===== config.mk =====
export PLATFORM = sky130hd
export DESIGN_NAME = ex_iter
export DESIGN_NICKNAME = d
export VERILOG_FILES = /design/src/rtl/ex_iter.sv
export SDC_FILE = /design/constraint.sdc
export NUM_CORES = 1
export LEC_CHECK = 0
export ABC_AREA = 1
export CAP_MARGIN = 15
export CORE_UTILIZATION = 40
export CTS_BUF_LIST = sky130_fd_sc_hd__clkbuf_2
export DETAILED_ROUTE_END_ITERATION = 6
export PLACE_DENSITY = 0.61
export SLEW_MARGIN = 20
export SYNTH_ARGS = -nofsm -noshare
export SYNTH_HDL_FRONTEND = slang
export SYNTH_SLANG_ARGS = --single-unit

===== constraint.sdc =====
create_clock -name clk -period 3.3 [get_ports clk]
set_input_delay 0.66 -clock clk [delete_from_list [all_inputs] [get_ports clk]]
set_output_delay 0.66 -clock clk [all_outputs]
set_load 0.02 [all_outputs]

===== src/rtl/ex_iter.sv =====
// Execute stage with a registered (EX/MEM) output: single-cycle ALU ops plus iterative MUL/DIVU/REMU.
// Define EX_DIV_EN to build the restoring divider; without it, DIVU/REMU finish in one cycle with result 0.
module ex_iter #(
  parameter int DATA_W = 16,
  parameter int ADDR_W = 4,
  parameter int OP_W   = 4
) (
  input  logic              clk,
  input  logic              rst,
  input  logic              valid_i,
  output logic              ready_o,
  input  logic [OP_W-1:0]   aluop_i,
  input  logic [DATA_W-1:0] reg0_i,
  input  logic [DATA_W-1:0] reg1_i,
  input  logic [ADDR_W-1:0] waddr_i,
  input  logic              we_i,
  output logic              valid_o,
  input  logic              stall_i,
  output logic [ADDR_W-1:0] waddr_o,
  output logic [DATA_W-1:0] wdata_o,
  output logic              we_o,
  output logic              busy_o
);
  localparam int SH_W = $clog2(DATA_W);
  localparam logic [OP_W-1:0] OP_ADD  = OP_W'(1);
  localparam logic [OP_W-1:0] OP_SUB  = OP_W'(2);
  localparam logic [OP_W-1:0] OP_AND  = OP_W'(3);
  localparam logic [OP_W-1:0] OP_OR   = OP_W'(4);
  localparam logic [OP_W-1:0] OP_XOR  = OP_W'(5);
  localparam logic [OP_W-1:0] OP_NOT  = OP_W'(6);
  localparam logic [OP_W-1:0] OP_SLL  = OP_W'(7);
  localparam logic [OP_W-1:0] OP_SRL  = OP_W'(8);
  localparam logic [OP_W-1:0] OP_SRA  = OP_W'(9);
  localparam logic [OP_W-1:0] OP_SLT  = OP_W'(10);
  localparam logic [OP_W-1:0] OP_MUL  = OP_W'(11);
  localparam logic [OP_W-1:0] OP_DIVU = OP_W'(12);
  localparam logic [OP_W-1:0] OP_REMU = OP_W'(13);

  typedef enum logic [1:0] {S_IDLE, S_BUSY, S_WAIT} state_t;

  state_t            r_state, w_state_nxt;
  logic [SH_W-1:0]   r_cnt;
  logic [DATA_W-1:0] r_a, r_b, r_acc, r_res;
  logic [ADDR_W-1:0] r_waddr;
  logic              r_we;

  logic              w_out_free, w_accept, w_is_iter, w_last, w_load_iter;
  logic [SH_W-1:0]   w_sh;
  logic [DATA_W-1:0] w_alu, w_mul_acc, w_final, w_iter_data;

  assign w_out_free = !valid_o || !stall_i;
  assign ready_o    = (r_state == S_IDLE) && w_out_free;
  assign w_accept   = valid_i && ready_o;
  assign busy_o     = (r_state != S_IDLE);
  assign w_last     = (r_cnt == SH_W'(DATA_W - 1));
  assign w_sh       = reg1_i[SH_W-1:0];

`ifdef EX_DIV_EN
  logic [OP_W-1:0]   r_op;
  logic [DATA_W:0]   w_rem_sh, w_diff;
  logic              w_div_ge;
  logic [DATA_W-1:0] w_rem_nxt, w_quo_nxt;

  assign w_is_iter = (aluop_i == OP_MUL) || (aluop_i == OP_DIVU) || (aluop_i == OP_REMU);

  // Restoring divide: r_acc is the partial remainder, r_a shifts the dividend out and quotient in.
  assign w_rem_sh  = {r_acc, r_a[DATA_W-1]};
  assign w_diff    = w_rem_sh - {1'b0, r_b};
  assign w_div_ge  = !w_diff[DATA_W];
  assign w_rem_nxt = w_div_ge ? w_diff[DATA_W-1:0] : w_rem_sh[DATA_W-1:0];
  assign w_quo_nxt = {r_a[DATA_W-2:0], w_div_ge};

  always_comb begin
    w_final = w_mul_acc;
    case (r_op)
      OP_DIVU: w_final = w_quo_nxt;
      OP_REMU: w_final = w_rem_nxt;
      default: w_final = w_mul_acc;
    endcase
  end
`else
  assign w_is_iter = (aluop_i == OP_MUL);
  assign w_final   = w_mul_acc;
`endif

  assign w_mul_acc   = r_acc + (r_b[0] ? r_a : '0);
  assign w_load_iter = w_out_free && ((r_state == S_BUSY && w_last) || r_state == S_WAIT);
  assign w_iter_data = (r_state == S_WAIT) ? r_res : w_final;

  always_comb begin
    w_alu = '0;
    case (aluop_i)
      OP_ADD:  w_alu = reg0_i + reg1_i;
      OP_SUB:  w_alu = reg0_i - reg1_i;
      OP_AND:  w_alu = reg0_i & reg1_i;
      OP_OR:   w_alu = reg0_i | reg1_i;
      OP_XOR:  w_alu = reg0_i ^ reg1_i;
      OP_NOT:  w_alu = ~reg0_i;
      OP_SLL:  w_alu = reg0_i << w_sh;
      OP_SRL:  w_alu = reg0_i >> w_sh;
      OP_SRA:  w_alu = $signed(reg0_i) >>> w_sh;
      OP_SLT:  w_alu = DATA_W'($signed(reg0_i) < $signed(reg1_i));
      OP_DIVU, OP_REMU: w_alu = '0;
      default: w_alu = '0;
    endcase
  end

  always_comb begin
    w_state_nxt = r_state;
    case (r_state)
      S_IDLE: if (w_accept && w_is_iter) w_state_nxt = S_BUSY;
      S_BUSY: if (w_last) w_state_nxt = w_out_free ? S_IDLE : S_WAIT;
      S_WAIT: if (w_out_free) w_state_nxt = S_IDLE;
      default: w_state_nxt = S_IDLE;
    endcase
  end

  always_ff @(posedge clk) begin
    if (rst) begin
      r_state <= S_IDLE;
      r_cnt   <= '0;
      r_a     <= '0;
      r_b     <= '0;
      r_acc   <= '0;
      r_res   <= '0;
      r_waddr <= '0;
      r_we    <= 1'b0;
`ifdef EX_DIV_EN
      r_op    <= '0;
`endif
    end else begin
      r_state <= w_state_nxt;
      if (w_accept && w_is_iter) begin
        r_a     <= reg0_i;
        r_b     <= reg1_i;
        r_acc   <= '0;
        r_cnt   <= '0;
        r_waddr <= waddr_i;
        r_we    <= we_i;
`ifdef EX_DIV_EN
        r_op    <= aluop_i;
`endif
      end else if (r_state == S_BUSY) begin
        r_cnt <= r_cnt + SH_W'(1);
`ifdef EX_DIV_EN
        if (r_op == OP_MUL) begin
          r_acc <= w_mul_acc;
          r_a   <= r_a << 1;
          r_b   <= r_b >> 1;
        end else begin
          r_acc <= w_rem_nxt;
          r_a   <= w_quo_nxt;
        end
`else
        r_acc <= w_mul_acc;
        r_a   <= r_a << 1;
        r_b   <= r_b >> 1;
`endif
        // Park the finished value when the output register is still blocked.
        if (w_last && !w_out_free) r_res <= w_final;
      end
    end
  end

  always_ff @(posedge clk) begin
    if (rst) begin
      valid_o <= 1'b0;
      we_o    <= 1'b0;
      waddr_o <= '0;
      wdata_o <= '0;
    end else if (w_accept && !w_is_iter) begin
      valid_o <= 1'b1;
      wdata_o <= w_alu;
      waddr_o <= waddr_i;
      we_o    <= we_i;
    end else if (w_load_iter) begin
      valid_o <= 1'b1;
      wdata_o <= w_iter_data;
      waddr_o <= r_waddr;
      we_o    <= r_we;
    end else if (!stall_i) begin
      valid_o <= 1'b0;
      we_o    <= 1'b0;
    end
  end
endmodule


# Yosys cells after proc, flatten, opt, wreduce, memory -nomap -nowiden
# Index checks and enable logic that the tools add are counted.
word_totals:
  word_cells: 84
  out_inout_bits: 24
  regBits: 97
  in_bits: 45
classes:
  shift: 3
  n_reduce_logical: 20
  mux: 21
  bitwise: 5
  addsub: 4
  eq_ne: 18
  order_cmp: 1
ops:
  columns: ["operator", "count"]
  rows:
  - ["$pmux 16 s10", 1]
  - ["$mux 16", 8]
  - ["$add 16x16->16", 2]
  - ["$eq 4x4->1 const B", 5]
  - ["$and 16x16->16", 1]
  - ["$eq 4x3->1 const B", 4]
  - ["$lt 16x16->1", 1]
  - ["$not 16->16", 1]
  - ["$or 16x16->16", 1]
  - ["$shl 16x4->16", 1]
  - ["$shr 16x4->16", 1]
  - ["$sshr 16x4->16", 1]
  - ["$sub 16x16->16", 1]
  - ["$xor 16x16->16", 1]
  - ["$eq 4x2->1 const B", 2]
  - ["$mux 2", 4]
  - ["$mux 4", 2]
  - ["$logic_and 1x1->1", 7]
  - ["$pmux 2 s3", 1]
  - ["$reduce_and 3->1", 2]
  - ["$reduce_bool 2->1", 3]
  - ["$mux 1", 5]
  - ["$add 4x1->4 const B", 1]
  - ["$eq 4x1->1 const B", 1]
  - ["10 further kinds", 15]

# Depth between registers and ports, before layout
logic_depth:
  word_depth: 7
  depth_mapped: 18
  ltp_nobuf: 16

# Worst setup path after synthesis
# OpenSTA, ideal clock, no wires.
synth_path:
  path_type: "input port to flip-flop"
  start: "input reg1_i[2]"
  end: "register wdata_o[15]"
  arrival_time_ps: 2369
  path_slack_ps: 812
  n_path_buf: 3
  stages: 17
  setup_time_ps: 119
  required_ps: 3181
  path_cell_list: "buf_2 > inv_1 > buf_2 > ha_1 > buf_2 > nor2_1 > nand2_1 > nand3_1 > nand2_1 > nand2_1 > nand2_1 > nand2_1 > nand2_1 > nand3_1 > nand3_1 > nand2_1 > a21oi_1"
synth_between:
  elab_chain_len: 3
  elab_cells_between_ends: 7
  classes_between: "add/sub (2); shift (3); mux (2)"
synth_rtl:
  columns: ["item", "line_no", "rtl"]
  rows:
  - ["start, declared", "14", "input logic [DATA_W-1:0] reg1_i,"]
  - ["$sub 16x16->16, or another cell as far along", "94", "OP_SUB: w_alu = reg0_i - reg1_i;"]
  - ["$pmux 16 s10 (*)", "92", "case (aluop_i)"]
  - ["$mux 16 (*)", "171", "end else if (w_accept && !w_is_iter) begin"]
  - ["end signal, assigned", "173", "wdata_o <= w_alu;"]
  - ["end signal, assigned", "178", "wdata_o <= w_iter_data;"]
  - ["end, declared", "20", "output logic [DATA_W-1:0] wdata_o,"]
# Every way passes the cells marked *; elsewhere a longest branch is shown, timed or not.
# A chain may end at the register's enable or synchronous reset.

# Worst setup path after layout
layout_path:
  start: "input reg0_i[8]"
  end: "register wdata_o[9]"
layout_between:
  elab_chain_len: 3
  elab_cells_between_ends: 7
  classes_between: "add/sub (2); shift (3); mux (2)"
layout_rtl:
  columns: ["item", "line_no", "rtl"]
  rows:
  - ["start, declared", "13", "input logic [DATA_W-1:0] reg0_i,"]
  - ["$sub 16x16->16, or another cell as far along", "94", null]
  - ["$pmux 16 s10 (*)", "92", null]
  - ["$mux 16 (*)", "171", null]
# Marks and branches as above.

==> key figures <==
GRT
  – Global-route wire length before repair: 57700 um
  – Vias in the first global route: 9823
  – GRT Total Usage: 31.5%
  – Largest net degree at the start of global routing: 57
  – Initial antenna violation count: 1
  – Grt total ovfl: 0

CTS
  – Clock insertion delay at the later pin of the skew report: 660 ps
  – Clock sink count: 97
  – CTS buffer count: 9
  – Clk root buf: clkbuf_2
  – CTS tree: done
  – Cts repair resizes: 0
  – Postcts setup bufs: 0
  – Hold_buf cts: 0
  – Clock tree buffer depth: 2
  – CTS clk-pin slew, worst paths: 320 ps
  – H-tree depth: 3

Timing
  – Slew headroom: 53.0%
  – Setup TNS: 0 ps
  – Final WS setup: 616 ps
  – Hold Vio Cnt, Final: 0
  – Worst slew pin tran: 705 ps
  – Fin crit share: 81.3%
  – RSZ-0062 raised after global routing: no
  – Fin Clk Skew: 76.4 ps
  – Setup violators final: 0
  – Min Tclk post-route: 2680 ps
  – Max Slew Vio Count: 0
  – Fmax: 0.373 GHz

Synthesis
  – Post-Synthesis Net Count: 1755
  – Post-Syn Area: 9440 sq um
  – Number of enable flip-flop cells after synthesis: 0
  – Prevailing post-synth register cell: dfxtp_1
  – Syn avg cell area: 5.75 sq um
  – Yosys reg bits: 97
  – Cells after Synth: 1640
  – FFs w/ async S/R, synth: 0%
  – Post-synthesis sequential area ratio: 20.6%
  – Synth top area cells: nand2_1, dfxtp_1, nand3_1
  – Synth Warn #: 0
  – Leading area contributor after synthesis: nand2_1
  – Yosys top cell area share: 21.7%
  – Unique masters post-synth: 41

Worst hold path
  – Hold Startpoint: r_b[15]$_SDFFE_PP0P_
  – Hold crit path type: flop to flop

Final layout
  – Final net count: 1838
  – Area grow syn2layout: 15.0%
  – Fillers: 2491
  – Multi-input gate area: 6430 sq um
  – Non-Filler Instances: 2042
  – Post-layout util: 47.4%
  – Fin area: 10900 sq um
  – Register area: 1940 sq um
  – Share of layout cells above drive strength 1: 7.06%

Placed design
  – Gp weighted congestion: 1.02
  – Placed cell count: 2025
  – Number of port buffers: 68
  – Placed cell area: 10700 sq um
  – Post-DP HPWL: 30500 um
  – Place WS: 37.0 ps

Setup path
  – Critical path startpoint category: input pin
  – CP Max Fanout: 9
  – Worst Setup End Kind: flop
  – CP arrival: 3240 ps
  – Setup slack, reg-to-reg: 750 ps
  – Crit path launch: reg0_i[8]
  – Beginning of the worst register-to-register path: r_b[0]$_SDFFE_PP0P_
  – CP Class: input pin to flop
  – Crit path required time: 3860 ps

Power and ir drop
  – Leakage: 5.46 nW
  – Peak VDD IR: 0.000199 V
  – Power Density: 267 nW/um^2

Die
  – Placeable core area: 22900 sq um
  – Initial core utilization: 41.2%
  – Die Width: 156 um
  – Rows: 55
  – Total I/O pin count: 69
  – Die ar.: 24200 sq um
  – Chip height: 156 um

Detailed routing
  – # DRC: 0
  – Post-route ant nets: 0
  – Via count: 11.1k
  – Final WL: 38200 um
  – First-pass iteration count of the detailed router: 6
  – Via density: 5.43
  – DR iter-0 viols: 1338
  – DR WL/cell: 18.7 um

Outcome
  – Status: finished, final reports clean

Flow run
  – MaxCap Viol Count: 0
## placed cells by master, fill, tap and decap left out, drive strengths merged, types with 8 or more instances in the layout
master / count
nand2: 550
o22ai: 13
buf: 76
o21bai: 8
clkbuf: 9
nand3: 196
ha: 67
nor2: 151
nor3: 9
a21oi: 94
o211ai: 18
o21ai: 84
a31oi: 35
dfxtp: 97
inv: 196
xor2: 14
nand4: 18
clkdlybuf4s50: 67
## cells by family (layout without fill, tap and decap cells)
kind of cell	Yosys count	in the layout	share of synthesized area (%)
and+or+nand+nor	932	932	41.7
other	0	1	0
adders and majority gates	70	70	9.52
AOI/OAI and AO/OA	259	259	15.3
DFF	97	97	20.6
xor gates and xnor gates	17	17	1.58
buffers and inverters	265	353	11.3
## state kept, by name, indices dropped and copies added, names as in the netlist, 4 cells and up
name	cells
r_waddr	4
r_res	16
r_cnt	4
r_a	16
r_acc	16
waddr_o	4
r_b	16
wdata_o	16
## cells in the mapped netlist, types with 7 or more instances
cell type  instances
o22ai_1           13
nand4_1           18
a21oi_1           94
a31oi_1           35
xor2_1            14
clkbuf_1          25
buf_2             37
inv_2              7
dfxtp_1           97
o211ai_1          18
nand2_1          545
nor2_4             8
ha_1              67
nor3_1             9
o21ai_0           82
nor2_2             8
nand3_1          195
inv_1            185
o21bai_1           8
nor2_1           135
## layout make-up
cell class / count / area share (%)
sequential: 97 / 17.9
timing repair buffer: 143 / 11.5
clock buffer: 9 / 0.415
inverter: 194 / 6.71
clock inverter: 7 / 0.565
multi-input combinational: 1278 / 59.3
antenna: 1 / 0.0231
tap: 313 / 3.61
## path summary, 6_finish.rpt
kind,to,depth (start not counted)
worst max-delay path,wdata_o[9]$_SDFFE_PP0P_,12
worst min-delay path,r_b[15]$_SDFFE_PP0P_,2
worst max register to register,wdata_o[8]$_SDFFE_PP0P_,15
worst min register to register,r_b[15]$_SDFFE_PP0P_,2
## critical path, cell delays in order
cell and delay (ps):
clkdlybuf4s50_1 600, inv_1 140, ha_1 500, nand2_1 120, nor2_1 250, nand3_1 160
nand3_1 110, nand2_1 50, nand3_1 80, nand2_1 90, o21ai_0 350, a21oi_1 120
## where the power goes
part	switching [W]	leakage (nW)	total (W)	internal [W]
logic	0.000702	4.61	0.00107	0.000364
registers	0.0000210	0.786	0.00123	0.00121
clock network	0.000483	0.0619	0.000599	0.000116
total	0.00121	5.46	0.00290	0.00169
## metal layers
metal | GRT usage (%) | up-vias | share of wire [%]
li1 | - | 5484 | -
met1 | 46.6 | 5078 | 47
met2 | 46.1 | 450 | 42
met3 | 4.06 | 68 | 7.5
met4 | 11.6 | 0 | 3.5
met5 | 0 | - | 0
## through the flow
stage	hold WS (ps)	power (W)
final	486	0.00290
after global routing	512	0.00305
after CTS	485	0.00289
after detailed placement	457	0.00229
after global placement	450	0.00230
after floorplan	440	0.00186
Note: power is estimated with default switching activity, not from simulation.
